File: src/rtl/sort_pkg.sv
// Shared definitions for the bubble-sort engine: controller state encoding
// and the default data/length width used by controller and datapath.
package sort_pkg;

  localparam int unsigned SORT_DW = 32;

  // 4-bit controller state encoding
  localparam logic [3:0] ST_IDLE   = 4'd0;
  localparam logic [3:0] ST_INIT_C = 4'd1;
  localparam logic [3:0] ST_C_CHK  = 4'd2;
  localparam logic [3:0] ST_INIT_D = 4'd3;
  localparam logic [3:0] ST_D_CHK  = 4'd4;
  localparam logic [3:0] ST_RD1    = 4'd5;
  localparam logic [3:0] ST_RD2    = 4'd6;
  localparam logic [3:0] ST_LD2    = 4'd7;
  localparam logic [3:0] ST_CMP    = 4'd8;
  localparam logic [3:0] ST_WR1    = 4'd9;
  localparam logic [3:0] ST_WR2    = 4'd10;
  localparam logic [3:0] ST_D_INC  = 4'd11;
  localparam logic [3:0] ST_C_INC  = 4'd12;
  localparam logic [3:0] ST_DONE   = 4'd13;

endpackage

File: src/rtl/sort_controller.sv
// Moore control FSM for the bubble-sort engine. Sequences the outer (c) and
// inner (d) loops, the read/compare/swap memory traffic and the start/done
// handshake. All strobes are decoded from the state register alone.
module sort_controller
  import sort_pkg::*;
#(
  parameter int unsigned DATAWIDTH = SORT_DW
) (
  input  logic                 ctrl_clk,
  input  logic                 ctrl_rst_n,
  input  logic                 start,
  input  logic [DATAWIDTH-1:0] d_n,
  input  logic                 c_lt_n_1,
  input  logic                 d_lt_n_c_1,
  input  logic                 t1_gt_t2,
  output logic                 c_clr,
  output logic                 c_ld,
  output logic                 d_clr,
  output logic                 d_ld,
  output logic                 t1_clr,
  output logic                 t1_ld,
  output logic                 t2_clr,
  output logic                 t2_ld,
  output logic                 sel_add,
  output logic                 sel_data,
  output logic                 mem_rd,
  output logic                 mem_wr,
  output logic                 busy,
  output logic                 done
);

  localparam logic [DATAWIDTH-1:0] N_MIN = DATAWIDTH'(2);

  logic [3:0] state_q;
  logic [3:0] state_d;
  logic       short_n;

  // Arrays of length 0 or 1 skip the loops entirely; this also keeps n-1
  // from wrapping in the datapath flags when n is 0.
  assign short_n = (d_n < N_MIN);

  // State register; reset abandons any sort in progress immediately.
  always_ff @(posedge ctrl_clk or negedge ctrl_rst_n) begin
    if (!ctrl_rst_n) begin
      state_q <= ST_IDLE;
    end else begin
      state_q <= state_d;
    end
  end

  // Next-state logic; unused encodings fall back to IDLE.
  always_comb begin
    state_d = ST_IDLE;
    case (state_q)
      ST_IDLE: begin
        if (!start)       state_d = ST_IDLE;
        else if (short_n) state_d = ST_DONE;
        else              state_d = ST_INIT_C;
      end
      ST_INIT_C: state_d = ST_C_CHK;
      ST_C_CHK:  state_d = c_lt_n_1   ? ST_INIT_D : ST_DONE;
      ST_INIT_D: state_d = ST_D_CHK;
      ST_D_CHK:  state_d = d_lt_n_c_1 ? ST_RD1    : ST_C_INC;
      ST_RD1:    state_d = ST_RD2;
      ST_RD2:    state_d = ST_LD2;
      ST_LD2:    state_d = ST_CMP;
      ST_CMP:    state_d = t1_gt_t2   ? ST_WR1    : ST_D_INC;
      ST_WR1:    state_d = ST_WR2;
      ST_WR2:    state_d = ST_D_INC;
      ST_D_INC:  state_d = ST_D_CHK;
      ST_C_INC:  state_d = ST_C_CHK;
      ST_DONE:   state_d = ST_IDLE;
      default:   state_d = ST_IDLE;
    endcase
  end

  // Output decode from the state register; anything not listed stays 0.
  always_comb begin
    c_clr    = 1'b0;
    c_ld     = 1'b0;
    d_clr    = 1'b0;
    d_ld     = 1'b0;
    t1_clr   = 1'b0;
    t1_ld    = 1'b0;
    t2_clr   = 1'b0;
    t2_ld    = 1'b0;
    sel_add  = 1'b0;
    sel_data = 1'b0;
    mem_rd   = 1'b0;
    mem_wr   = 1'b0;
    busy     = 1'b0;
    done     = 1'b0;
    case (state_q)
      ST_IDLE: ;
      ST_INIT_C: begin
        busy   = 1'b1;
        c_clr  = 1'b1;
        t1_clr = 1'b1;
        t2_clr = 1'b1;
      end
      ST_C_CHK:  busy = 1'b1;
      ST_INIT_D: begin
        busy  = 1'b1;
        d_clr = 1'b1;
      end
      ST_D_CHK:  busy = 1'b1;
      // a[d] is requested here and lands in t1 at the end of RD2
      ST_RD1: begin
        busy    = 1'b1;
        sel_add = 1'b0;
        mem_rd  = 1'b1;
      end
      ST_RD2: begin
        busy    = 1'b1;
        sel_add = 1'b1;
        mem_rd  = 1'b1;
        t1_ld   = 1'b1;
      end
      ST_LD2: begin
        busy  = 1'b1;
        t2_ld = 1'b1;
      end
      ST_CMP:    busy = 1'b1;
      ST_WR1: begin
        busy     = 1'b1;
        sel_add  = 1'b0;
        sel_data = 1'b1;
        mem_wr   = 1'b1;
      end
      ST_WR2: begin
        busy     = 1'b1;
        sel_add  = 1'b1;
        sel_data = 1'b0;
        mem_wr   = 1'b1;
      end
      ST_D_INC: begin
        busy = 1'b1;
        d_ld = 1'b1;
      end
      ST_C_INC: begin
        busy = 1'b1;
        c_ld = 1'b1;
      end
      ST_DONE:   done = 1'b1;
      default: ;
    endcase
  end

endmodule

File: config.mk
export PLATFORM = sky130hd
export DESIGN_NAME = sort_controller
export DESIGN_NICKNAME = d
export VERILOG_FILES = /design/src/rtl/sort_pkg.sv /design/src/rtl/sort_controller.sv
export SDC_FILE = /design/constraint.sdc
export NUM_CORES = 1
export LEC_CHECK = 0
export CAP_MARGIN = 20
export CORE_MARGIN = 4
export CORE_UTILIZATION = 26
export DETAILED_ROUTE_END_ITERATION = 12
export PLACE_DENSITY = 0.79
export SYNTH_ARGS = -nofsm -noshare
export SYNTH_HDL_FRONTEND = slang
export SYNTH_SLANG_ARGS = --single-unit
File: constraint.sdc
create_clock -name ctrl_clk -period 1.5 [get_ports ctrl_clk]
set_input_delay 0.15 -clock ctrl_clk [delete_from_list [all_inputs] [get_ports ctrl_clk]]
set_output_delay 0.15 -clock ctrl_clk [all_outputs]
set_load 0.01 [all_outputs]
# Yosys cells after proc, flatten, opt, wreduce, memory -nomap -nowiden
# Cells that the tools add are included.
classes:
  eq_ne: 13
  order_cmp: 1
  n_mux: 18
  reduce_logical: 7
ops:
  columns: ["op", "n"]
  rows:
  - ["case mux 4 bit (11 select lines)", 1]
  - ["< comparator 32 x 2 -> 1 bit (second input constant)", 1]
  - ["== test 4 bit (second input constant)", 6]
  - ["== test 4 x 3 -> 1 bit (second input constant)", 4]
  - ["two-way mux 4 bit", 4]
  - ["two-way mux 1 bit", 12]
  - ["OR reduction 12 bit", 1]
  - ["OR reduction 2 bit", 5]
  - ["== test 4 x 2 -> 1 bit (second input constant)", 2]
  - ["== test 4 x 1 -> 1 bit (second input constant)", 1]
  - ["logical NOT 4 bit", 1]
  - ["two-way mux 2 bit", 1]
totals:
  in_bits: 38
  ff_bits: 4
  wordCells: 40
  output_inout_bits: 14

# Longest topological paths before layout
# Gate-level depths: netlist (run 1).
depth:
  depth_word: 4
  ltp_mapped: 5
  mapped_depth_nobuf: 4

# Least setup slack after synthesis (run 1)
# OpenSTA, ideal clock, no wires.
synth_path:
  path_kind: "reg-to-output"
  startpoint: "register state_q[0]"
  endpoint: "output port t1_clr"
  path_buffers: 2
  path_slack_ns: 0.003
  t_required_ns: 1.350
  path_stages_with_launch: 5
  t_arrival_ns: 1.347
  cell_sequence: "dfrtp_1 clkbuf_1 nand2_1 nor3_1 buf_4"
synth_between:
  elab_chain_cells: 2
synth_lines:
  columns: ["item", "line", "text"]
  rows:
  - ["start, declared", "sort_controller.sv:34", "logic [3:0] state_q;"]
  - ["start signal, assigned", "sort_controller.sv:47", "state_q <= state_d;"]
  - ["== test 4 x 1 -> 1 bit", null, null]
  - ["two-way mux 1 bit", null, null]
  - ["end, declared", "sort_controller.sv:20", "output logic t1_clr,"]
# No other way between the ends.

# Worst setup path after layout (run 1)
layout_path:
  startpoint: "register state_q[0]"
  endpoint: "register state_q[2]"
layout_between:
  elab_chain_cells: 3
  word_cells_on_any_way: 16
  classes_between: "eq/ne: 12; mux: 1; reduce/logical: 3"
layout_lines:
  columns: ["item", "line", "text"]
  rows:
  - ["== test 4 bit (tied with other cells)", "sort_controller.sv:54", "case (state_q)"]
  - ["OR reduction 2 bit (no line)", null, null]
  - ["case mux 4 bit (11 select lines) *", "sort_controller.sv:54", null]
  - ["via state_d[2]", "sort_controller.sv:35", "logic [3:0] state_d;"]
# Mark *: on every way through the listed nets, which the timed path passes. The rest lies on a longest branch.

==> impl_metrics.ini, run 1 <==
[status]
outcome = finished clean

[sta]
fin_worst_skew_ns = 0.00563
max_freq_mhz = 668
rsz0062_at_grt = true
max_slew_margin_pct = 78.9
final_min_period_over_clock_period_pct = 99.8
setup_violations = 0
tightest_slew_ns = 0.312
whs_ns = 0.111
finalSetupTns_ns = 0
slew_viol_final = 0
hold_viol = 0
fin_crit_ns = 1.50

[floorplanning]
num_io_pins = 52
die_area_um2 = 2430
die_w_um = 49.3
die_y_um = 49.3
num_rows = 14
initial_core_util_pct = 28.5
core_um2 = 1560

[global_routing]
grt_usage_pct = 16.0
first_global_vias = 798
grt.overflow.total = 0
grt_max_degree = 9
antenna_found_initial = 0
grt_pass1_wl_um = 2990

[final_layout]
areaGrowthSynthToFinish_pct = 138
top_regs = state_q: 4 flops
diodes = 0
final_nets = 165
drive_above_1_share_pct = 25.6
largest_reg_flops = 4
top_register = state_q
fin_area_um2 = 1060

[detailed_routing]
ant_nets = 0
dr.pass1.iters = 4
drc_errors = 0
wirelength_um = 1920
vias = 740
drtIter0Drc = 8
wl_per_cell_um = 13.6
routed_via_density = 5.25

[yosys]
syn-num-nets = 103
syn_avg_cell_area_um2 = 6.83
yosysSeqAreaShare_pct = 22.5
synth_warnings = 0
synth_cell_type_count = 25
synthCells = 65
ys_seq_elements = 4
netlist_area_um2 = 444

[worst_setup_path]
critPathLaunchType = register
endpoint_kind = register
slowest_delay_ns = 0.40
path_max_fanout = 8
worstPathCellList = buf_4 -> nor4_4 -> nand3_1 -> or3_4 -> nand2_1
path_class = reg -> reg
cp.arrival_ns = 1.66
worstPathRequired_ns = 1.67
slowest_stage = or3_4

[place]
place.gp.congestion = 0.836
dpl_cell_area_um2 = 1010
dp.final_hpwl_um = 1670
numPortBuffers = 50

[clock_tree]
clock_tree.root_cell = clkbuf_4
cts_buffers = 3
insertion_delay_ns = 0.24
numClockSinks = 4
cts_tree = built
cts_htree_levels = 1
cts.clk_slew.worst_paths_ns = 0.04
clockBufferDepth = 2

[power_and_ir_drop]
powerDensity_nw_per_um2 = 1460
vdd_drop_max_mv = 0.715
p_total_mw = 1.54
leakage_nw = 0.463

[run]
maxCapViolations = 0

[min_path]
min_path_type = in -> async
## synth_stat cells, drive strengths merged
cell / count / share of area (%)
dfrtp: 4 / 23
o31ai: 2 / 3.4
nor4b: 1 / 2.0
a21oi: 2 / 2.3
clkbuf: 1 / 0.84
buf: 5 / 8.2
a211oi: 2 / 3.4
and2: 2 / 2.8
inv: 2 / 1.7
or3: 1 / 1.4
nor2: 11 / 9.3
nand4: 1 / 1.4
nand2: 7 / 5.9
nand3: 1 / 1.1
and3: 1 / 1.4
nand2b: 3 / 4.2
or2b: 1 / 1.7
nor4: 8 / 15
nor2b: 1 / 1.4
nor3: 5 / 5.6
o21ai: 3 / 3.4
o22ai: 1 / 1.4
## power by group
group          total (mW)  leakage (nW)  internal, mW  switching, mW
Combinational        1.16         0.403         0.628          0.529
Clock               0.136        0.0138        0.0897         0.0463
Sequential          0.251        0.0462         0.170         0.0806
## metrics by stage
| stage | setup slack (ns) | util [%] | instances |
|---|---|---|---|
| 2_1_floorplan | 0.00331 | - | 65 |
| 3_3_place_gp | -0.0788 | 65.1 | 137 |
| 3_5_place_dp | -0.139 | 65.1 | 137 |
| 4_1_cts | -0.000258 | 67.0 | 140 |
| 5_1_grt | -0.0333 | 67.8 | 141 |
| 6_report | 0.00347 | 67.8 | 141 |
## logic make-up (layout without fill, tap and decap cells)
| logic type | count (synthesis) | after routing | synth area share, % |
|---|---|---|---|
| buffers and inverters | 8 | 68 | 10.7 |
| flip-flops | 4 | 4 | 22.5 |
| AND/OR/NAND/NOR | 43 | 43 | 53.0 |
| AO/OA/AOI/OAI | 10 | 10 | 13.8 |
## path summary, 6_finish.rpt
path                              end  slack [ns]  startpoint  depth (start not counted)
max reg2reg                state_q[2]       0.003  state_q[0]                          5
max in group asynchronous  state_q[2]        1.20  ctrl_rst_n                          1
min                        state_q[0]        0.11  ctrl_rst_n                          1
max                        state_q[2]       0.003  state_q[0]                          5
min reg2reg                state_q[0]        0.65  state_q[0]                          2
min in group ctrl_clk      state_q[0]        0.65  state_q[0]                          2
## worst max-delay path: cells and delay by family (launching register included)
kind	cells	cell delay (ns)
buffers and inverters	1	0.18
DFF	1	0.39
and+or+nand+nor	4	0.86
## repair_timing
item | 4_1_cts | 5_1_grt
buffers inserted | 1 | 1
hold buffers | 0 | 0
endpoints found under the setup margin | 16 | 13
pin swaps | 2 | 0
gates resized for setup | 32 | 9
## cell type report
class                      instances  area (um^2)
clock buffer                       3         22.5
fill                             134          502
inverter                           2         7.51
multi-input combinational         53          333
sequential                         4          103
tap                               16         20.0
timing repair buffer              63          572
## cells in the final DEF, fill, tap and decap left out, drive strengths merged
| master | netlist | layout |
|---|---|---|
| o22ai | 1 | 1 |
| buf | 5 | 16 |
| and3 | 1 | 1 |
| nor2b | 1 | 1 |
| clkdlybuf4s50 | 0 | 36 |
| clkdlybuf4s15 | 0 | 2 |
| nand2b | 3 | 3 |
| nor4 | 8 | 8 |
| o31ai | 2 | 2 |
| or2b | 1 | 1 |
| nor2 | 11 | 11 |
| a211oi | 2 | 2 |
| dlygate4sd2 | 0 | 7 |
| a21oi | 2 | 2 |
| and2 | 2 | 2 |
| nand3 | 1 | 1 |
| dfrtp | 4 | 4 |
| inv | 2 | 2 |
| o21ai | 3 | 3 |
| or3 | 1 | 1 |
| nand2 | 7 | 7 |
| nor3 | 5 | 5 |
| clkbuf | 1 | 5 |
| nand4 | 1 | 1 |
| nor4b | 1 | 1 |
## metal layers
layer	part of all wire [%]	wire [um]	up-vias	global-route usage [%]
met5	0	0	-	0
li1	-	-	351	-
met2	53	1020	51	29.7
met3	13	245	4	5.50
met1	33	632	334	13.9
met4	1.4	27	0	11.4
No activity file was read; power rests on OpenSTA's default activity.
==> inputs of run 2 (changes only) <==
--- a/config.mk
+++ b/config.mk
@@ -7,9 +7,9 @@
 export LEC_CHECK = 0
 export CAP_MARGIN = 20
 export CORE_MARGIN = 4
-export CORE_UTILIZATION = 26
+export CORE_UTILIZATION = 23
 export DETAILED_ROUTE_END_ITERATION = 12
-export PLACE_DENSITY = 0.79
+export PLACE_DENSITY = 0.74
 export SYNTH_ARGS = -nofsm -noshare
 export SYNTH_HDL_FRONTEND = slang
 export SYNTH_SLANG_ARGS = --single-unit
==> constraint.sdc (replaced) <==
create_clock -name ctrl_clk -period 1.3 [get_ports ctrl_clk]
set_input_delay 0.13 -clock ctrl_clk [delete_from_list [all_inputs] [get_ports ctrl_clk]]
set_output_delay 0.13 -clock ctrl_clk [all_outputs]
set_load 0.01 [all_outputs]
==> impl_metrics.ini, run 2 (same netlist as run 1, synthesis figures left out) <==
[power_and_ir_drop]
leakage_nw = 0.527
powerDensity_nw_per_um2 = 1890
vdd_drop_max_mv = 1.01
power_frac_comb_pct = 80.6
p_switching_mw = 1.01
p_seq_share_pct = 13.0
swShare_pct = 43.2
power.share.clock_pct = 6.4
p_int_mw = 1.33
p_total_mw = 2.35

[final_layout]
layout_common_cells = clkdlybuf4s50_1, buf_4, buf_2
regArea_um2 = 103
largest_reg_flops = 4
areaGrowthSynthToFinish_pct = 179
diodes = 0
top_regs = state_q: 4 flops
layout_commonest_cell = clkdlybuf4s50_1
fill_cells = 139
multi_input_area_um2 = 407
fin_cells = 160
drive_above_1_share_pct = 47.4
top_register = state_q
final_nets = 175

[worst_setup_path]
path_max_fanout = 3
path_class = reg -> out
reg2reg_slack_ns = -0.25
slowest_delay_ns = 0.43
r2r_start = state_q[3]
worstRegToRegCells = 6
critPathLaunchType = register
r2r_end = state_q[2]
slowest_stage = dfrtp_2
worstPathRequired_ns = 1.17
worstPathCellList = buf_12 -> nor4_4 -> buf_4 -> nor2_2 -> buf_2
cp.arrival_ns = 1.42
endpoint_kind = output port

[clock_tree]
clock_tree.root_cell = clkbuf_4
insertion_delay_ns = 0.23
numClockSinks = 4
cts_htree_levels = 1
clockBufferDepth = 2
cts_buffers = 3
cts_tree = built
cts.clk_slew.worst_paths_ns = 0.04

[floorplanning]
num_rows = 15
core_um2 = 1780
die_y_um = 51.9
die_w_um = 51.9
die_area_um2 = 2700
initial_core_util_pct = 24.9
num_io_pins = 52

[detailed_routing]
route.met2.wl_um = 1300
drtIter0Drc = 11
wl_per_cell_um = 14.1
routed_via_density = 4.86
wl_met3_um = 188
top_layer_used = met4
drc_errors = 0
vias = 777
wl_met1_um = 741
ant_nets = 0
dr.pass1.iters = 4
wirelength_um = 2250

[sta]
tightest_slew_ns = 0.293
rsz0062_at_grt = true
setup_violations = 16
slew_viol_final = 0
finalSetupTns_ns = -2.12
whs_ns = 0.108
max_slew_margin_pct = 80.2
setup_ws_ns = -0.255
fin_worst_skew_ns = 0.00271
fin_crit_ns = 1.55
max_freq_mhz = 643
hold_viol = 0
final_min_period_over_clock_period_pct = 120

[min_path]
min_path_type = in -> async

[global_routing]
grt_pass1_wl_um = 3260
grt.overflow.total = 0
antenna_found_initial = 0
grt_max_degree = 8
first_global_vias = 787
grt_usage_pct = 16.6

[status]
violations = setup timing
outcome = complete, but fails checks

[place]
dp.final_hpwl_um = 1630
numPlacedInstances = 147
place.gp.congestion = 0.866
pre_cts_ws_ns = -0.308
numPortBuffers = 50

[run]
maxCapViolations = 0
-- run 2: cell types whose count changed in the layout (fill, tap and decap cells not counted), moves of 3 or more --
| cell | previous run | this run |
|---|---|---|
| nor3_1 | 4 | 1 |
| nor2_2 | 1 | 6 |
| dlygate4sd2_1 | 7 | 0 |
| nor2_1 | 10 | 4 |
| buf_6 | 2 | 10 |
| buf_2 | 3 | 11 |
-- run 2: through the flow --
stage / cell area, um^2 / util, %
after detailed placement: 1040 / 58.2
final: 1240 / 69.5
after global placement: 1040 / 58.2
after CTS: 1140 / 63.9
after global routing: 1240 / 69.5
after floorplan: 450 / -
-- run 2: what timing repair did --
action | 4_1_cts | 5_1_grt
setup endpoints to repair | 17 | 17
cloned | 0 | 0
buffers inserted | 6 | 5
pin swaps | 8 | 5
hold buffers | 0 | 0
resized for setup | 75 | 19
-- run 2: power groups by stage --
| stage | Combinational, mW | Sequential [mW] | Clock [mW] |
|---|---|---|---|
| 4_1_cts | 1.58 | 0.294 | 0.155 |
| 2_1_floorplan | 0.698 | 0.229 | 0 |
| 3_5_place_dp | 1.29 | 0.292 | 0 |
| 6_report | 1.89 | 0.304 | 0.151 |
| 3_3_place_gp | 1.26 | 0.285 | 0 |
| 5_1_grt | 2.03 | 0.314 | 0.163 |
-- run 2: metal layers --
metal	global-route usage (%)	up-vias
met4	4.80	0
met5	0	-
li1	-	373
met1	15.4	366
met2	33.3	34
met3	5.73	4
-- run 2: worst max-delay path by stage --
stage,to,depth (start not counted),start
floorplan,state_q[2],5,state_q[1]
global placement,state_q[2],5,start
detailed placement,mem_wr,4,state_q[0]
CTS,state_q[2],6,state_q[3]
global route,busy,5,state_q[3]
finish,busy,5,state_q[3]
-- run 2: layout make-up --
class	instances	share of cell area [%]
clock buffers	3	1.82
inverters	2	0.606
multi-input cells	53	32.8
flip-flops and latches	4	8.28
well taps	25	2.53
repair buffers	73	53.9
-- run 2: worst max-delay path: cells and delay by family, from the launching register on --
kind,cells,cell delay (ns)
buf+inv,3,0.45
flops,1,0.43
simple gates,2,0.32
==> inputs of run 3 (changes only) <==
--- a/config.mk
+++ b/config.mk
@@ -8,6 +8,7 @@
 export CAP_MARGIN = 20
 export CORE_MARGIN = 4
 export CORE_UTILIZATION = 23
+export CTS_CLUSTER_SIZE = 14
 export DETAILED_ROUTE_END_ITERATION = 12
 export PLACE_DENSITY = 0.74
 export SYNTH_ARGS = -nofsm -noshare
==> results of run 3 <==
No change in the layout: final DEF, timing and power equal those of run 2.
